===== src/rtl/grapheme_pxl_mem_pkg.sv =====
// Shared types and constants for the pixel-memory arbiter slice.
package grapheme_pxl_mem_pkg;

    // Current owner of the pixel-memory port.
    typedef enum logic [1:0] {
        NONE = 2'd0,
        DISP = 2'd1,
        GW   = 2'd2
    } pxl_mem_owner_t;

    // Tag stored per outstanding read, selects the read-return destination.
    localparam logic PXL_MEM_TAG_DISP = 1'b0;
    localparam logic PXL_MEM_TAG_GW   = 1'b1;

    // Bit positions inside the status word.
    localparam int ST_RD_UNDRFLW  = 0;
    localparam int ST_ILLEGAL_REQ = 1;
    localparam int ST_TAG_FULL    = 2;
    localparam int ST_STARVE_MAX  = 3;
    localparam int ST_LOCK_LSB    = 4;
    localparam int ST_USED_LSB    = 6;

endpackage


===== src/rtl/grapheme_pxl_mem_tag_ff.sv =====
// First-word-fall-through FIFO of 1-bit read tags. A pop and a push in the
// same cycle are allowed even when full: the freed head slot takes the push.
module grapheme_pxl_mem_tag_ff #(
    parameter int TAG_FF_D = 16
) (
    input  logic                        clk,
    input  logic                        rst,
    input  logic                        push,
    input  logic                        push_tag,
    input  logic                        pop,
    output logic                        head,
    output logic                        full,
    output logic                        empty,
    output logic [$clog2(TAG_FF_D):0]   used
);

    localparam int AW = $clog2(TAG_FF_D);
    localparam int UW = AW + 1;
    localparam logic [AW-1:0] PTR_ONE  = AW'(1);
    localparam logic [UW-1:0] USED_ONE = UW'(1);
    localparam logic [UW-1:0] USED_MAX = UW'(TAG_FF_D);

    logic          tag_mem [TAG_FF_D];
    logic [AW-1:0] wr_ptr;
    logic [AW-1:0] rd_ptr;
    logic          pop_eff;
    logic          push_eff;

    assign empty    = (used == '0);
    assign full     = (used == USED_MAX);
    assign pop_eff  = pop & ~empty;
    assign push_eff = push & (~full | pop_eff);
    assign head     = tag_mem[rd_ptr];

    // Tag storage; contents are only meaningful while counted in used.
    always_ff @(posedge clk) begin
        if (push_eff) begin
            tag_mem[wr_ptr] <= push_tag;
        end
    end

    // Pointer and occupancy bookkeeping.
    always_ff @(posedge clk or posedge rst) begin
        if (rst) begin
            wr_ptr <= '0;
            rd_ptr <= '0;
            used   <= '0;
        end else begin
            if (push_eff) begin
                wr_ptr <= wr_ptr + PTR_ONE;
            end
            if (pop_eff) begin
                rd_ptr <= rd_ptr + PTR_ONE;
            end
            case ({push_eff, pop_eff})
                2'b10:   used <= used + USED_ONE;
                2'b01:   used <= used - USED_ONE;
                default: used <= used;
            endcase
        end
    end

endmodule


===== src/rtl/grapheme_pxl_mem_arb.sv =====
// Arbiter for the single pixel-memory port shared by the display fetcher
// (read-only, high priority) and the pixel gateway (read/write). Issues pass
// straight through; read data is steered back in order via a tag FIFO.
module grapheme_pxl_mem_arb
    import grapheme_pxl_mem_pkg::*;
#(
    parameter int MEM_DATA_W  = 32,
    parameter int MEM_ADDR_W  = 20,
    parameter int TAG_FF_D    = 16,
    parameter int GW_MAX_WAIT = 8,
    parameter int STATUS_W    = 32
) (
    input  logic                  clk,
    input  logic                  rst,
    input  logic                  disp_rden,
    input  logic [MEM_ADDR_W-1:0] disp_addr,
    output logic                  disp_wait,
    output logic                  disp_rd_valid,
    output logic [MEM_DATA_W-1:0] disp_rdata,
    input  logic                  gw_wren,
    input  logic                  gw_rden,
    input  logic [MEM_ADDR_W-1:0] gw_addr,
    input  logic [MEM_DATA_W-1:0] gw_wdata,
    output logic                  gw_wait,
    output logic                  gw_rd_valid,
    output logic [MEM_DATA_W-1:0] gw_rdata,
    output logic                  mem_wren,
    output logic                  mem_rden,
    output logic [MEM_ADDR_W-1:0] mem_addr,
    output logic [MEM_DATA_W-1:0] mem_wdata,
    input  logic                  mem_wait,
    input  logic                  mem_rd_valid,
    input  logic [MEM_DATA_W-1:0] mem_rdata,
    input  logic                  clear_flags,
    output logic [STATUS_W-1:0]   status
);

    localparam int TAG_UW = $clog2(TAG_FF_D) + 1;
    localparam int SW     = $clog2(GW_MAX_WAIT + 1);
    localparam logic [SW-1:0] STARVE_MAX = SW'(GW_MAX_WAIT);
    localparam logic [SW-1:0] STARVE_ONE = SW'(1);

    pxl_mem_owner_t    lock;
    pxl_mem_owner_t    lock_nxt;
    pxl_mem_owner_t    grant;
    logic [SW-1:0]     starve_cnt;
    logic [SW-1:0]     starve_nxt;
    logic              starve_max;
    logic              gw_req;
    logic              gw_is_rd;
    logic              ff_blk;
    logic              disp_acc;
    logic              gw_acc;
    logic              issue;
    logic              tag_push;
    logic              tag_push_val;
    logic              tag_head;
    logic              tag_full;
    logic              tag_empty;
    logic [TAG_UW-1:0] tag_used;
    logic              ret_hit;
    logic              rd_undrflw;
    logic              illegal_req;

    // A simultaneous write and read from the gateway is treated as a write.
    assign gw_req     = gw_wren | gw_rden;
    assign gw_is_rd   = gw_rden & ~gw_wren;
    assign starve_max = (starve_cnt == STARVE_MAX);
    // A return arriving this cycle frees a tag slot, so a full FIFO only blocks
    // reads when nothing is being popped.
    assign ff_blk     = tag_full & ~mem_rd_valid;

    // Grant: held owner first, then starved gateway, then display, then gateway.
    always_comb begin
        grant = NONE;
        if (lock != NONE) begin
            grant = lock;
        end else if (gw_req && starve_max) begin
            grant = GW;
        end else if (disp_rden) begin
            grant = DISP;
        end else if (gw_req) begin
            grant = GW;
        end
    end

    // Steer the grantee onto the memory port and produce both wait signals.
    always_comb begin
        mem_wren  = 1'b0;
        mem_rden  = 1'b0;
        mem_addr  = '0;
        mem_wdata = '0;
        disp_wait = 1'b1;
        gw_wait   = 1'b1;
        case (grant)
            DISP: begin
                mem_rden  = disp_rden & ~ff_blk;
                mem_addr  = disp_addr;
                disp_wait = mem_wait | ff_blk;
            end
            GW: begin
                mem_wren  = gw_wren;
                mem_rden  = gw_is_rd & ~ff_blk;
                mem_addr  = gw_addr;
                mem_wdata = gw_wdata;
                gw_wait   = mem_wait | (gw_is_rd & ff_blk);
            end
            default: ;
        endcase
    end

    assign disp_acc     = disp_rden & ~disp_wait;
    assign gw_acc       = gw_req & ~gw_wait;
    assign issue        = mem_rden | mem_wren;
    assign tag_push     = mem_rden & ~mem_wait;
    assign tag_push_val = (grant == GW) ? PXL_MEM_TAG_GW : PXL_MEM_TAG_DISP;

    // Next lock owner and starvation count.
    always_comb begin
        lock_nxt   = lock;
        starve_nxt = '0;
        if (disp_acc || gw_acc) begin
            lock_nxt = NONE;
        end else if (issue && mem_wait) begin
            lock_nxt = grant;
        end
        if (gw_req && !gw_acc) begin
            starve_nxt = starve_max ? starve_cnt : starve_cnt + STARVE_ONE;
        end
    end

    // Lock and starvation registers.
    always_ff @(posedge clk or posedge rst) begin
        if (rst) begin
            lock       <= NONE;
            starve_cnt <= '0;
        end else begin
            lock       <= lock_nxt;
            starve_cnt <= starve_nxt;
        end
    end

    grapheme_pxl_mem_tag_ff #(
        .TAG_FF_D (TAG_FF_D)
    ) u_tag_ff (
        .clk      (clk),
        .rst      (rst),
        .push     (tag_push),
        .push_tag (tag_push_val),
        .pop      (mem_rd_valid),
        .head     (tag_head),
        .full     (tag_full),
        .empty    (tag_empty),
        .used     (tag_used)
    );

    // Route returning read data to the owner of the oldest outstanding read.
    always_comb begin
        ret_hit       = mem_rd_valid & ~tag_empty;
        disp_rd_valid = ret_hit & (tag_head == PXL_MEM_TAG_DISP);
        gw_rd_valid   = ret_hit & (tag_head == PXL_MEM_TAG_GW);
        disp_rdata    = disp_rd_valid ? mem_rdata : '0;
        gw_rdata      = gw_rd_valid ? mem_rdata : '0;
    end

    // Sticky error flags; a new event in the clearing cycle keeps the flag set.
    always_ff @(posedge clk or posedge rst) begin
        if (rst) begin
            rd_undrflw  <= 1'b0;
            illegal_req <= 1'b0;
        end else begin
            rd_undrflw  <= (mem_rd_valid & tag_empty) | (rd_undrflw & ~clear_flags);
            illegal_req <= (gw_wren & gw_rden) | (illegal_req & ~clear_flags);
        end
    end

    // Pack the status word.
    always_comb begin
        status                            = '0;
        status[ST_RD_UNDRFLW]             = rd_undrflw;
        status[ST_ILLEGAL_REQ]            = illegal_req;
        status[ST_TAG_FULL]               = tag_full;
        status[ST_STARVE_MAX]             = starve_max;
        status[ST_LOCK_LSB +: 2]          = lock;
        status[ST_USED_LSB +: TAG_UW]     = tag_used;
    end

endmodule


===== config.mk =====
export PLATFORM = sky130hd
export DESIGN_NAME = grapheme_pxl_mem_arb
export DESIGN_NICKNAME = d
export VERILOG_FILES = /design/src/rtl/grapheme_pxl_mem_pkg.sv /design/src/rtl/grapheme_pxl_mem_tag_ff.sv /design/src/rtl/grapheme_pxl_mem_arb.sv
export SDC_FILE = /design/constraint.sdc
export NUM_CORES = 1
export LEC_CHECK = 0
export CAP_MARGIN = 40
export CORE_MARGIN = 5
export CORE_UTILIZATION = 34
export CTS_CLUSTER_DIAMETER = 150
export DETAILED_ROUTE_END_ITERATION = 6
export PLACE_DENSITY = 0.89
export SLEW_MARGIN = 20
export SYNTH_ARGS = -nofsm -noshare
export SYNTH_HDL_FRONTEND = slang
export SYNTH_HIERARCHICAL = 1
export SYNTH_SLANG_ARGS = --single-unit

===== constraint.sdc =====
create_clock -name clk -period 4.1 [get_ports clk]
set_input_delay 0.41 -clock clk [delete_from_list [all_inputs] [get_ports clk]]
set_output_delay 0.41 -clock clk [all_outputs]
set_load 0.005 [all_outputs]

# Yosys cells after proc, flatten, opt, wreduce, memory -nomap -nowiden
# Memory sizes are Yosys's and may differ from the RTL's.
# Cells that the tools add are included.
# word_totals
ff_bits	21
ram_bits	16
input_bits	112
out_inout_bits	154
memories	1
# classes
add_sub_neg	5
n_eq_ne	7
n_mux	20
bitwise_logic	33
n_reduce_logical	9
# mem_list
memory	words	width	rd	rd_clocked_by_memory_dff	write_ports	line	text
u_tag_ff.tag_mem	16	1	1	0	1	grapheme_pxl_mem_tag_ff.sv:23	logic tag_mem [TAG_FF_D];
# ops
op	n
$mux W32	3
$pmux W20 S2	1
$and A1 B1 Y1	16
$add A4 B1 Y4 const B	3
$mux W2	6
$not A1 Y1	10
$pmux W5 S2	1
$mux W4	2
$or A1 B1 Y1	7
$mux W1	6
$reduce_bool A2 Y1	3
$add A5 B1 Y5 const B	1
$eq A5 B5 Y1 const B	1
$logic_not A5 Y1	1
$sub A5 B1 Y5 const B	1
$eq A2 B1 Y1 const B	2
$eq A2 B2 Y1 const B	2
$eq A4 B4 Y1 const B	1
$logic_and A1 B1 Y1	3
$ne A2 B2 Y1 const B	1
$pmux W1 S2	1
$logic_not A1 Y1	1
$logic_or A1 B1 Y1	1

# Logic depth before layout (Yosys ltp)
# Gate-level depths: netlist (run 1).
# depth
ltp_word	12
depth_mapped	19

# Cells and area by module
# The synthesis (run 1) kept the hierarchy.
# by_module_without_submodules
mod	n_inst	cells_each	area_each_um2
grapheme_pxl_mem_tag_ff	1	141	1641.6
grapheme_pxl_mem_arb	1	239	1631.6

# Worst setup path after synthesis (run 1)
# No wires, ideal clock.
# synth_path
path_kind	register to register
from	register starve_cnt[0]
to	register u_tag_ff.used[4]
setup_ns	0.087
arrival_ns	3.620
required_ns	4.013
slack_ns	0.393
stages_incl_launch_ff	18
path_buffers	1
synth_period_minus_slack_ns	3.707
cell_sequence	dfrtp_1 -> inv_1 -> ha_1 -> nand3b_1 -> o21ai_0 -> ha_1 -> buf_6 -> nand3b_1 -> a211oi_4 -> nor2b_1 -> nand2b_1 -> o21bai_4 -> inv_1 -> ha_1 -> nand2b_1 -> a2111o_1 -> o31a_1 -> o211ai_1
# synth_via
elab_chain_cells	10
# synth_lines
element	line	text
from (decl)	grapheme_pxl_mem_arb.sv:46	logic [SW-1:0] starve_cnt;
from (signal assigned)	grapheme_pxl_mem_arb.sv:139	starve_cnt <= starve_nxt;
$eq A4 B4 Y1 (*)	grapheme_pxl_mem_arb.sv:68	assign starve_max = (starve_cnt == STARVE_MAX);
$logic_and A1 B1 Y1 (*)	grapheme_pxl_mem_arb.sv:78	end else if (gw_req && starve_max) begin
$mux W2 (*)	grapheme_pxl_mem_arb.sv:78	
$mux W2 (*)	grapheme_pxl_mem_arb.sv:76	if (lock != NONE) begin
$eq A2 B2 Y1 or $eq A2 B1 Y1 (tied branches)	grapheme_pxl_mem_arb.sv:95	case (grant)
$pmux W1 S2 (*)	grapheme_pxl_mem_arb.sv:95	
net mem_rden	grapheme_pxl_mem_arb.sv:28	output logic mem_rden,
$and A1 B1 Y1 (*)	grapheme_pxl_mem_arb.sv:115	assign tag_push = mem_rden & ~mem_wait;
net tag_push	grapheme_pxl_mem_arb.sv:55	logic tag_push;
$and A1 B1 Y1 (*)	grapheme_pxl_mem_tag_ff.sv:32	assign push_eff = push & (~full | pop_eff);
$eq A2 B1 Y1 or $eq A2 B2 Y1 (tied branches)	grapheme_pxl_mem_tag_ff.sv:55	case ({push_eff, pop_eff})
$pmux W5 S2 or $reduce_bool A2 Y1 (tied branches)	--	
to (signal assigned)	grapheme_pxl_mem_tag_ff.sv:56	2'b10: used <= used + USED_ONE;
to (signal assigned)	grapheme_pxl_mem_tag_ff.sv:57	2'b01: used <= used - USED_ONE;
to (signal assigned)	grapheme_pxl_mem_tag_ff.sv:58	default: used <= used;
to (decl)	grapheme_pxl_mem_tag_ff.sv:14	output logic [$clog2(TAG_FF_D):0] used
# Mark *: on every way through the listed nets, which the timed path passes. The rest lies on a longest branch.
# A chain may end at the register's enable or synchronous reset.

# Worst setup path after layout (run 1)
# layout_path
from	register starve_cnt[0]
to	register u_tag_ff.used[4]
# layout_via
elab_chain_cells	10
# layout_lines
element	line
$eq A4 B4 Y1 (*)	grapheme_pxl_mem_arb.sv:68
$logic_and A1 B1 Y1 (*)	grapheme_pxl_mem_arb.sv:78
$mux W2 (*)	grapheme_pxl_mem_arb.sv:78
$mux W2 (*)	grapheme_pxl_mem_arb.sv:76
$eq A2 B2 Y1 or $eq A2 B1 Y1 (tied branches)	grapheme_pxl_mem_arb.sv:95
$pmux W1 S2 (*)	grapheme_pxl_mem_arb.sv:95
$and A1 B1 Y1 (*)	grapheme_pxl_mem_arb.sv:115
net tag_push	grapheme_pxl_mem_arb.sv:55
$and A1 B1 Y1 (*)	grapheme_pxl_mem_tag_ff.sv:32
$eq A2 B1 Y1 or $eq A2 B2 Y1 (tied branches)	grapheme_pxl_mem_tag_ff.sv:55
$pmux W5 S2 or $reduce_bool A2 Y1 (tied branches)	--
# Marked as above.

==> flow_summary.ini, run 1 <==
[cts]
numCtsBuffers = 5
cts_sinks = 37
cts-root-buf = clkbuf_8
path_clk_slew_ns = 0.07
ctsLongestPathBuffers = 2
ctsHoldBuffers = 0
insertion_delay_ns = 0.28
htree_levels = 2
cts_tree = built

[sta]
finalHoldViolCount = 0
relSlewSlack = 0.5028
worst_slew_pin_slew_ns = 0.7457
tns_ns = 0
rsz0062_at_grt = no
layout_setup_ws_ns = 0.3335
skew_ns = 0.008299
finalCriticalPeriod_ns = 3.767
fmax_ghz = 0.2655
fin_hold_ws_ns = 0.4094
final.period_utilization = 0.9187
drv_slew = 0
setup_violations = 0

[synthesis]
ys.flop_type = dfrtp_1
ys_warn_count = 6
async_reset_ff_frac = 0.5676
ys_seq_area_frac = 0.3073
synth-seq-cells = 37
synth_area_um2 = 3273
synth.avg_cell_area_um2 = 8.614
synth_edf_count = 16
syn_inst = 380
post_synth_num_cell_types = 50

[drt]
ant_nets = 0
drt_wl_total_mm = 12.03
dr.pass1.iters = 5
wl_per_cell_um = 16.17
drc = 0
vias_per_cell = 4.763
via_count = 3544
drt_iter0_drc = 191

[finish]
utilization = 0.6258
final_common_cell = clkdlybuf4s50_1
final_cell_mix = 244 x clkdlybuf4s50_1, 101 x and2_1, 36 x nor2_1, 23 x inv_1
syn_to_final_growth_pct = 78.33
nFillCells = 762
design_area_um2 = 5837
layout.nets = 738
drive_above_1_share = 0.05049

[global_route]
use_met3 = 0.06627
antenna_found_initial = 1
grt_max_degree = 53
grtUsageMet1 = 0.1885
grt_pass1_wl_mm = 18.44
globalRouteMet2Util = 0.3881
grt_usage = 0.1977
grt_overflow = 0
grt_pass1_vias = 3693
busiest_layer = met2

[floorplan]
dieHeight_um = 108.1
io_pins = 266
core_area_um2 = 9328
dieArea_um2 = 11690
row_count = 35
dieWidth_um = 108.1
initial_core_util = 0.3509

[pwr]
p_seq_frac = 0.219
ir_drop_mv = 0.3569
cellPowerDensity_nw_per_um2 = 508.6
p_leak_nw = 2.328
switching_share = 0.3835
p_clk_frac = 0.085
comb_power_share = 0.695
intPower_mw = 1.830
p_sw_mw = 1.139

[worst_setup_path]
critPathLaunchType = register
path_class = register to register
worstSetupEndpointType = register
cp_max_fo = 5
worst_ep_arrival_time_ns = 3.92
required_ns = 4.25

[status]
status = finished, final reports clean

[placement]
place_congestion = 0.8630
portBuffers = 244
dpl_cell_area_um2 = 5729
dp_hpwl_mm = 10.31
place_ws_ns = 0.02486

[hold_path]
hp-class = input port to asynchronous set/reset pin

[job]
drv_cap = 0
## cell families (layout without fill, tap and decap cells)
family,count (synthesis),after routing,share of synthesized area
fa+ha+maj,13,13,0.05199
simple gates,183,183,0.3219
flops,37,37,0.3073
buf+inv,70,284,0.1135
xor+xnor,12,12,0.03211
mux,7,7,0.04090
other cells,1,22,0.001146
compound gates,57,57,0.1311
## critical path, stage by stage (launching register included)
cell,delay [ns]
dfrtp_1,0.42
inv_1,0.07
ha_1,0.19
nand3b_1,0.21
a21oi_1,0.11
nor2_1,0.19
inv_1,0.07
ha_2,0.20
nand2b_4,0.15
a211oi_4,0.27
nor2b_1,0.20
nand2b_1,0.20
o21bai_4,0.18
inv_1,0.10
ha_1,0.35
nand2b_1,0.09
a2111o_1,0.41
o211ai_1,0.12
o211ai_1,0.11
## Yosys cell counts, drive strengths merged (4+ instances only)
cell,n,area (µm²)
clkbuf,20,75.07
and3,9,56.30
and2,101,631.9
a21oi,6,30.03
dfrtp,21,525.5
ha,12,150.1
nand2b,5,38.78
o21ai,10,57.56
inv,23,86.33
nand2,9,33.78
nor2,36,135.1
a22oi,21,157.7
a211oi,4,42.54
xnor2,9,78.83
nand3,5,25.02
mux4,5,112.6
buf,27,210.2
nor2b,5,33.78
edfxtp,16,480.5
## per-stage QoR
stage / power (mW) / cells
2_1_floorplan: 1.642 / 400
6_report: 2.969 / 744
3_3_place_gp: 2.630 / 734
3_5_place_dp: 2.709 / 734
4_1_cts: 2.977 / 742
5_1_grt: 3.209 / 744
## final cells by class
type                            instances  area (µm²)  area share
Timing Repair Buffer                  253        2517      0.4313
Tap cell                              129       161.4     0.02765
Antenna cell                            1       2.502   0.0004287
Multi-Input combinational cell        293        1973      0.3380
Sequential cell                        37        1006      0.1723
Inverter                               23       86.33     0.01479
Clock buffer                            8       90.09     0.01543
## sequential cells by signal, summed over array words and instances, names as in the netlist
| signal | count |
|---|---|
| u_tag_ff/tag_mem | 16 |
| rd_undrflw | 1 |
| starve_cnt | 4 |
| lock | 2 |
| u_tag_ff/used | 5 |
| u_tag_ff/rd_ptr | 4 |
| u_tag_ff/wr_ptr | 4 |
| illegal_req | 1 |
## repair_timing
| item | 4_1_cts | 5_1_grt |
|---|---|---|
| hold endpoints to repair | 0 | 0 |
| endpoints found under the setup margin | 0 | 2 |
| setup buffers | 0 | 0 |
| resized for setup | 0 | 1 |
## layer usage
metal  vias up  share of wire
met1      1602           0.32
met2       227           0.53
met3        22           0.12
li1       1693              -
met4         0          0.031
met5         -              0
## path summary, 6_finish.rpt
kind	startpoint	end	slack, ns	cells past startpoint
min reg2reg	u_tag_ff/rd_ptr[3]	u_tag_ff/rd_ptr[3]	0.49	1
max reg2reg	starve_cnt[0]	u_tag_ff/used[4]	0.33	18
max	starve_cnt[0]	u_tag_ff/used[4]	0.33	18
min	rst	rd_undrflw	0.41	2
max in group asynchronous	rst	u_tag_ff/wr_ptr[1]	3.22	2
min in group clk	u_tag_ff/rd_ptr[3]	u_tag_ff/rd_ptr[3]	0.49	1
## power groups by stage
stage	sequential (mW)	combinational, mW	clock (mW)
after floorplan	0.591	1.05	0
after global placement	0.648	1.98	0
after detailed placement	0.658	2.05	0
after CTS	0.652	2.06	0.261
after global routing	0.676	2.26	0.274
final	0.651	2.06	0.254
No activity file was read; power rests on OpenSTA's default activity.
==> run 2: changes to the inputs <==
--- a/config.mk
+++ b/config.mk
@@ -5,7 +5,7 @@
 export SDC_FILE = /design/constraint.sdc
 export NUM_CORES = 1
 export LEC_CHECK = 0
-export CAP_MARGIN = 40
+export CAP_MARGIN = 20
 export CORE_MARGIN = 5
 export CORE_UTILIZATION = 34
 export CTS_CLUSTER_DIAMETER = 150
==> flow_summary.ini, run 2 (same netlist as run 1, synthesis figures left out) <==
[global_route]
antenna_found_initial = 1
grt_pass1_wl_mm = 18.44
grt_max_degree = 53
grt_pass1_vias = 3693
grt_overflow = 0
grt_usage = 0.1977

[job]
drv_cap = 0

[worst_setup_path]
slowest_delay_ns = 0.42
crit_chain = inv_1 > ha_1 > nand3b_1 > a21oi_1 > nor2_1 > inv_1 > ha_2 > nand2b_4 > a211oi_4 > nor2b_1 > nand2b_1 > o21bai_4 > inv_1 > ha_1 > nand2b_1 > a2111o_1 > o211ai_1 > o211ai_1
critPathLaunchType = register
worstSetupEndpointType = register
required_ns = 4.25
cp_max_fo = 5
path_class = register to register
rr_endpoint = u_tag_ff/used[4]
reg2reg_slack_ns = 0.33
worst_ep_arrival_time_ns = 3.93
path_common_cell = inv_1
slowest_stage = dfrtp_1
path_delay_family = compound AO/OA/AOI/OAI gates
r2r_cells = 18
timing.rr.start = starve_cnt[0]
critPathBufInv = 3

[drt]
wl_met3_mm = 1.468
vias_per_cell = 4.771
wl_met2_mm = 6.377
via_count = 3545
wl_per_cell_um = 16.24
wl_met1_mm = 3.856
dr.pass1.iters = 5
drt_wl_total_mm = 12.07
drt_iter0_drc = 162
drc = 0
dr.max_layer_used = met4
ant_nets = 0

[floorplan]
initial_core_util = 0.3509
dieWidth_um = 108.1
io_pins = 266
dieArea_um2 = 11690
dieHeight_um = 108.1
row_count = 35
core_area_um2 = 9328

[finish]
top_register = u_tag_ff/tag_mem
fin_cells = 743
layout.nets = 737
final_cell_mix = 244 x clkdlybuf4s50_1, 101 x and2_1, 36 x nor2_1, 23 x inv_1
top_regs = u_tag_ff/tag_mem: 16 flops, u_tag_ff/used: 5 flops
final_common_cell = clkdlybuf4s50_1
drive_above_1_share = 0.04894
design_area_um2 = 5822
largest_reg_flops = 16
syn_to_final_growth_pct = 77.87

[hold_path]
hp-class = input port to asynchronous set/reset pin

[status]
status = finished, final reports clean

[cts]
cts_tree = built
postCtsSetupRepairBufs = 0
cts_sinks = 37
ctsLongestPathBuffers = 2
htree_levels = 2
cts-root-buf = clkbuf_8
insertion_delay_ns = 0.28
path_clk_slew_ns = 0.07
numCtsBuffers = 5

[placement]
portBuffers = 244
place_inst = 734
dp_hpwl_mm = 10.31
place_congestion = 0.8630
dpl_cell_area_um2 = 5729

[sta]
finalHoldViolCount = 0
rsz0062_at_grt = no
skew_ns = 0.008335
finalCriticalPeriod_ns = 3.772
worst_slew_pin_slew_ns = 0.7941
tns_ns = 0
final.period_utilization = 0.9200
fmax_ghz = 0.2651
relSlewSlack = 0.4706
setup_violations = 0
drv_slew = 0

[pwr]
ir_drop_mv = 0.3572
p_leak_nw = 2.320
cellPowerDensity_nw_per_um2 = 507.2
## run 2: cell count changes in the layout (fill, tap and decap cells not counted)
| cell | delta |
|---|---|
| buf_8 | -1 |
## run 2: worst max-delay path by stage
stage	start	depth (start not counted)	slack, ns	endpoint
floorplan	starve_cnt[0]	17	0.39	u_tag_ff/used[4]
global placement	gw_wren	15	0.34	u_tag_ff/used[4]
detailed placement	gw_wren	15	0.02	u_tag_ff/used[4]
CTS	starve_cnt[0]	16	0.23	u_tag_ff/used[4]
global route	starve_cnt[0]	18	0.01	u_tag_ff/used[4]
finish	starve_cnt[0]	18	0.33	u_tag_ff/used[4]
## run 2: cell type report
cell class                 count  area [µm²]
tap                          129       161.4
multi-input combinational    293        1973
sequential                    37        1006
clock buffer                   8       90.09
timing repair buffer         252        2502
fill                         763        3506
inverter                      23       86.33
antenna                        1       2.502
## run 2: stage by stage
step	hold WS (ns)	worst slack [ns]	util	power (mW)
2_1_floorplan	0.2257	0.3926	-	1.642
3_3_place_gp	0.4678	0.3422	0.6142	2.630
3_5_place_dp	0.4847	0.02486	0.6142	2.709
4_1_cts	0.4094	0.2303	0.6239	2.977
5_1_grt	0.4508	0.01458	0.6241	3.191
6_report	0.4088	0.3279	0.6241	2.953
## run 2: power by group
group,switching [mW],total (mW),internal [mW]
clock network,0.117,0.254,0.137
registers,0.154,0.651,0.498
logic,0.867,2.05,1.18
total,1.14,2.95,1.82
## run 2: repair_timing
item,4_1_cts,5_1_grt
gates resized for setup,0,1
hold buffers,0,0
endpoints found under the setup margin,0,2
## run 2: worst register-to-register path, delay by kind of cell, from the launching register on
family,cells,cell delay (ns)
simple gates,6,1.05
fa+ha+maj,3,0.74
buf+inv,3,0.25
compound gates,6,1.20
flops,1,0.42
## run 2: layer usage
layer,GRT usage,up-vias
li1,-,1690
met2,0.3881,234
met3,0.06627,22
met5,0,-
met1,0.1885,1599
met4,0.07214,0
==> run 3: changes to the inputs <==
--- a/config.mk
+++ b/config.mk
@@ -11,6 +11,8 @@
 export CTS_CLUSTER_DIAMETER = 150
 export DETAILED_ROUTE_END_ITERATION = 6
 export PLACE_DENSITY = 0.89
+export RECOVER_POWER = 100
+export SKIP_LAST_GASP = 1
 export SLEW_MARGIN = 20
 export SYNTH_ARGS = -nofsm -noshare
 export SYNTH_HDL_FRONTEND = slang
==> flow_summary.ini, run 3 (same netlist as run 1, synthesis figures left out) <==
[status]
status = finished, final reports clean

[worst_setup_path]
slowest_stage = dfrtp_1
path_common_cell = inv_1
crit_chain = inv_1 > ha_1 > nand3b_1 > a21oi_1 > nor2_1 > inv_1 > ha_2 > nand2b_4 > a211oi_4 > nor2b_1 > nand2b_1 > o21bai_4 > inv_1 > ha_1 > nand2b_1 > a2111o_1 > o211ai_1 > o211ai_1
critPathLaunchType = register
slowest_delay_ns = 0.42
cp_max_fo = 5
endpoint = u_tag_ff/used[4]
critPathBufInv = 3
required_ns = 4.25
timing.rr.start = starve_cnt[0]
rr_endpoint = u_tag_ff/used[4]
reg2reg_slack_ns = 0.35
r2r_cells = 18
crit_cells = 18
path_delay_family = compound AO/OA/AOI/OAI gates
worstSetupEndpointType = register
crit_start = starve_cnt[0]
worst_ep_arrival_time_ns = 3.91
path_class = register to register

[drt]
drt_wl_total_mm = 12.01
ant_nets = 0
dr.pass1.iters = 5
drc = 0
via_count = 3547
wl_per_cell_um = 16.17
vias_per_cell = 4.774
drt_iter0_drc = 185

[cts]
cts_resized = 0
postCtsSetupRepairBufs = 0
numCtsBuffers = 5
cts_tree = built
ctsLongestPathBuffers = 2
insertion_delay_ns = 0.28
cts-root-buf = clkbuf_8
path_clk_slew_ns = 0.07
htree_levels = 2
cts_sinks = 37
ctsHoldBuffers = 0

[floorplan]
dieArea_um2 = 11690
initial_core_util = 0.3509
dieHeight_um = 108.1
row_count = 35
core_area_um2 = 9328
dieWidth_um = 108.1
io_pins = 266

[sta]
drv_slew = 0
tns_ns = 0
final.period_utilization = 0.9157
rsz0062_at_grt = no
worst_slew_pin_slew_ns = 0.8096
setup_violations = 0
fmax_ghz = 0.2663
skew_ns = 0.008098
finalCriticalPeriod_ns = 3.755
finalHoldViolCount = 0
relSlewSlack = 0.4603

[finish]
utilization = 0.6217
top_regs = u_tag_ff/tag_mem: 16 flops, u_tag_ff/used: 5 flops
layout.nets = 737
largest_reg_flops = 16
nFillCells = 769
drive_above_1_share = 0.04078
final_cell_mix = 164 x clkdlybuf4s50_1, 80 x dlygate4sd3_1, 55 x and2_0, 46 x and2_1, 36 x nor2_1
seqCellArea_um2 = 1006
top_register = u_tag_ff/tag_mem
final_common_cell = clkdlybuf4s50_1
multi_input_area_um2 = 1964
syn_to_final_growth_pct = 77.18

[global_route]
antenna_found_initial = 1
grt_usage = 0.1977
grt_overflow = 0
grt_pass1_vias = 3693
grt_max_degree = 53
grt_pass1_wl_mm = 18.44

[placement]
dp_hpwl_mm = 10.31
portBuffers = 244
place_congestion = 0.8630

[pwr]
cellPowerDensity_nw_per_um2 = 489.5
ir_drop_mv = 0.3241
p_leak_nw = 2.457

[hold_path]
hp-class = register to register

[job]
drv_cap = 0
[run 3: per-layer routing]
layer / up-vias / track usage / wire length [µm]
li1: 1694 / - / -
met1: 1620 / 0.1885 / 3861
met2: 211 / 0.3881 / 6379
met3: 22 / 0.06627 / 1395
met4: 0 / 0.07214 / 377
met5: - / 0 / 0
[run 3: final cells by class]
type,instances,area share
tap,129,0.02783
timing repair buffer,252,0.4291
inverter,23,0.01489
clock buffer,8,0.01553
sequential,37,0.1735
multi-input combinational,293,0.3387
antenna,1,0.0004315
[run 3: worst min path at each step]
stage	end	from	slack, ns	cells after the start
after floorplan	illegal_req	rst	0.23	1
after global placement	u_tag_ff/rd_ptr[3]	u_tag_ff/rd_ptr[3]	0.47	1
after detailed placement	u_tag_ff/rd_ptr[3]	u_tag_ff/rd_ptr[3]	0.48	1
after CTS	illegal_req	rst	0.41	2
after global routing	u_tag_ff/rd_ptr[3]	u_tag_ff/rd_ptr[3]	0.53	1
final	u_tag_ff/rd_ptr[3]	u_tag_ff/rd_ptr[3]	0.49	1
[run 3: stage by stage]
stage	hold slack (ns)	setup WS (ns)	instance area, µm²	total power, mW	instances
6_report	0.4899	0.3455	5799	2.839	743
5_1_grt	0.5264	0.02295	5799	3.075	743
4_1_cts	0.4094	0.2303	5819	2.977	742
3_5_place_dp	0.4847	0.02486	5729	2.709	734
3_3_place_gp	0.4678	0.3422	5729	2.630	734
2_1_floorplan	0.2257	0.3926	3348	1.642	400
[run 3: report_power, final]
part	switching, mW	internal [mW]	total [mW]	leakage (nW)
Sequential	0.152	0.498	0.651	0.407
Combinational	0.858	1.08	1.93	2.00
Clock	0.118	0.137	0.254	0.0455
Total	1.13	1.71	2.84	2.46
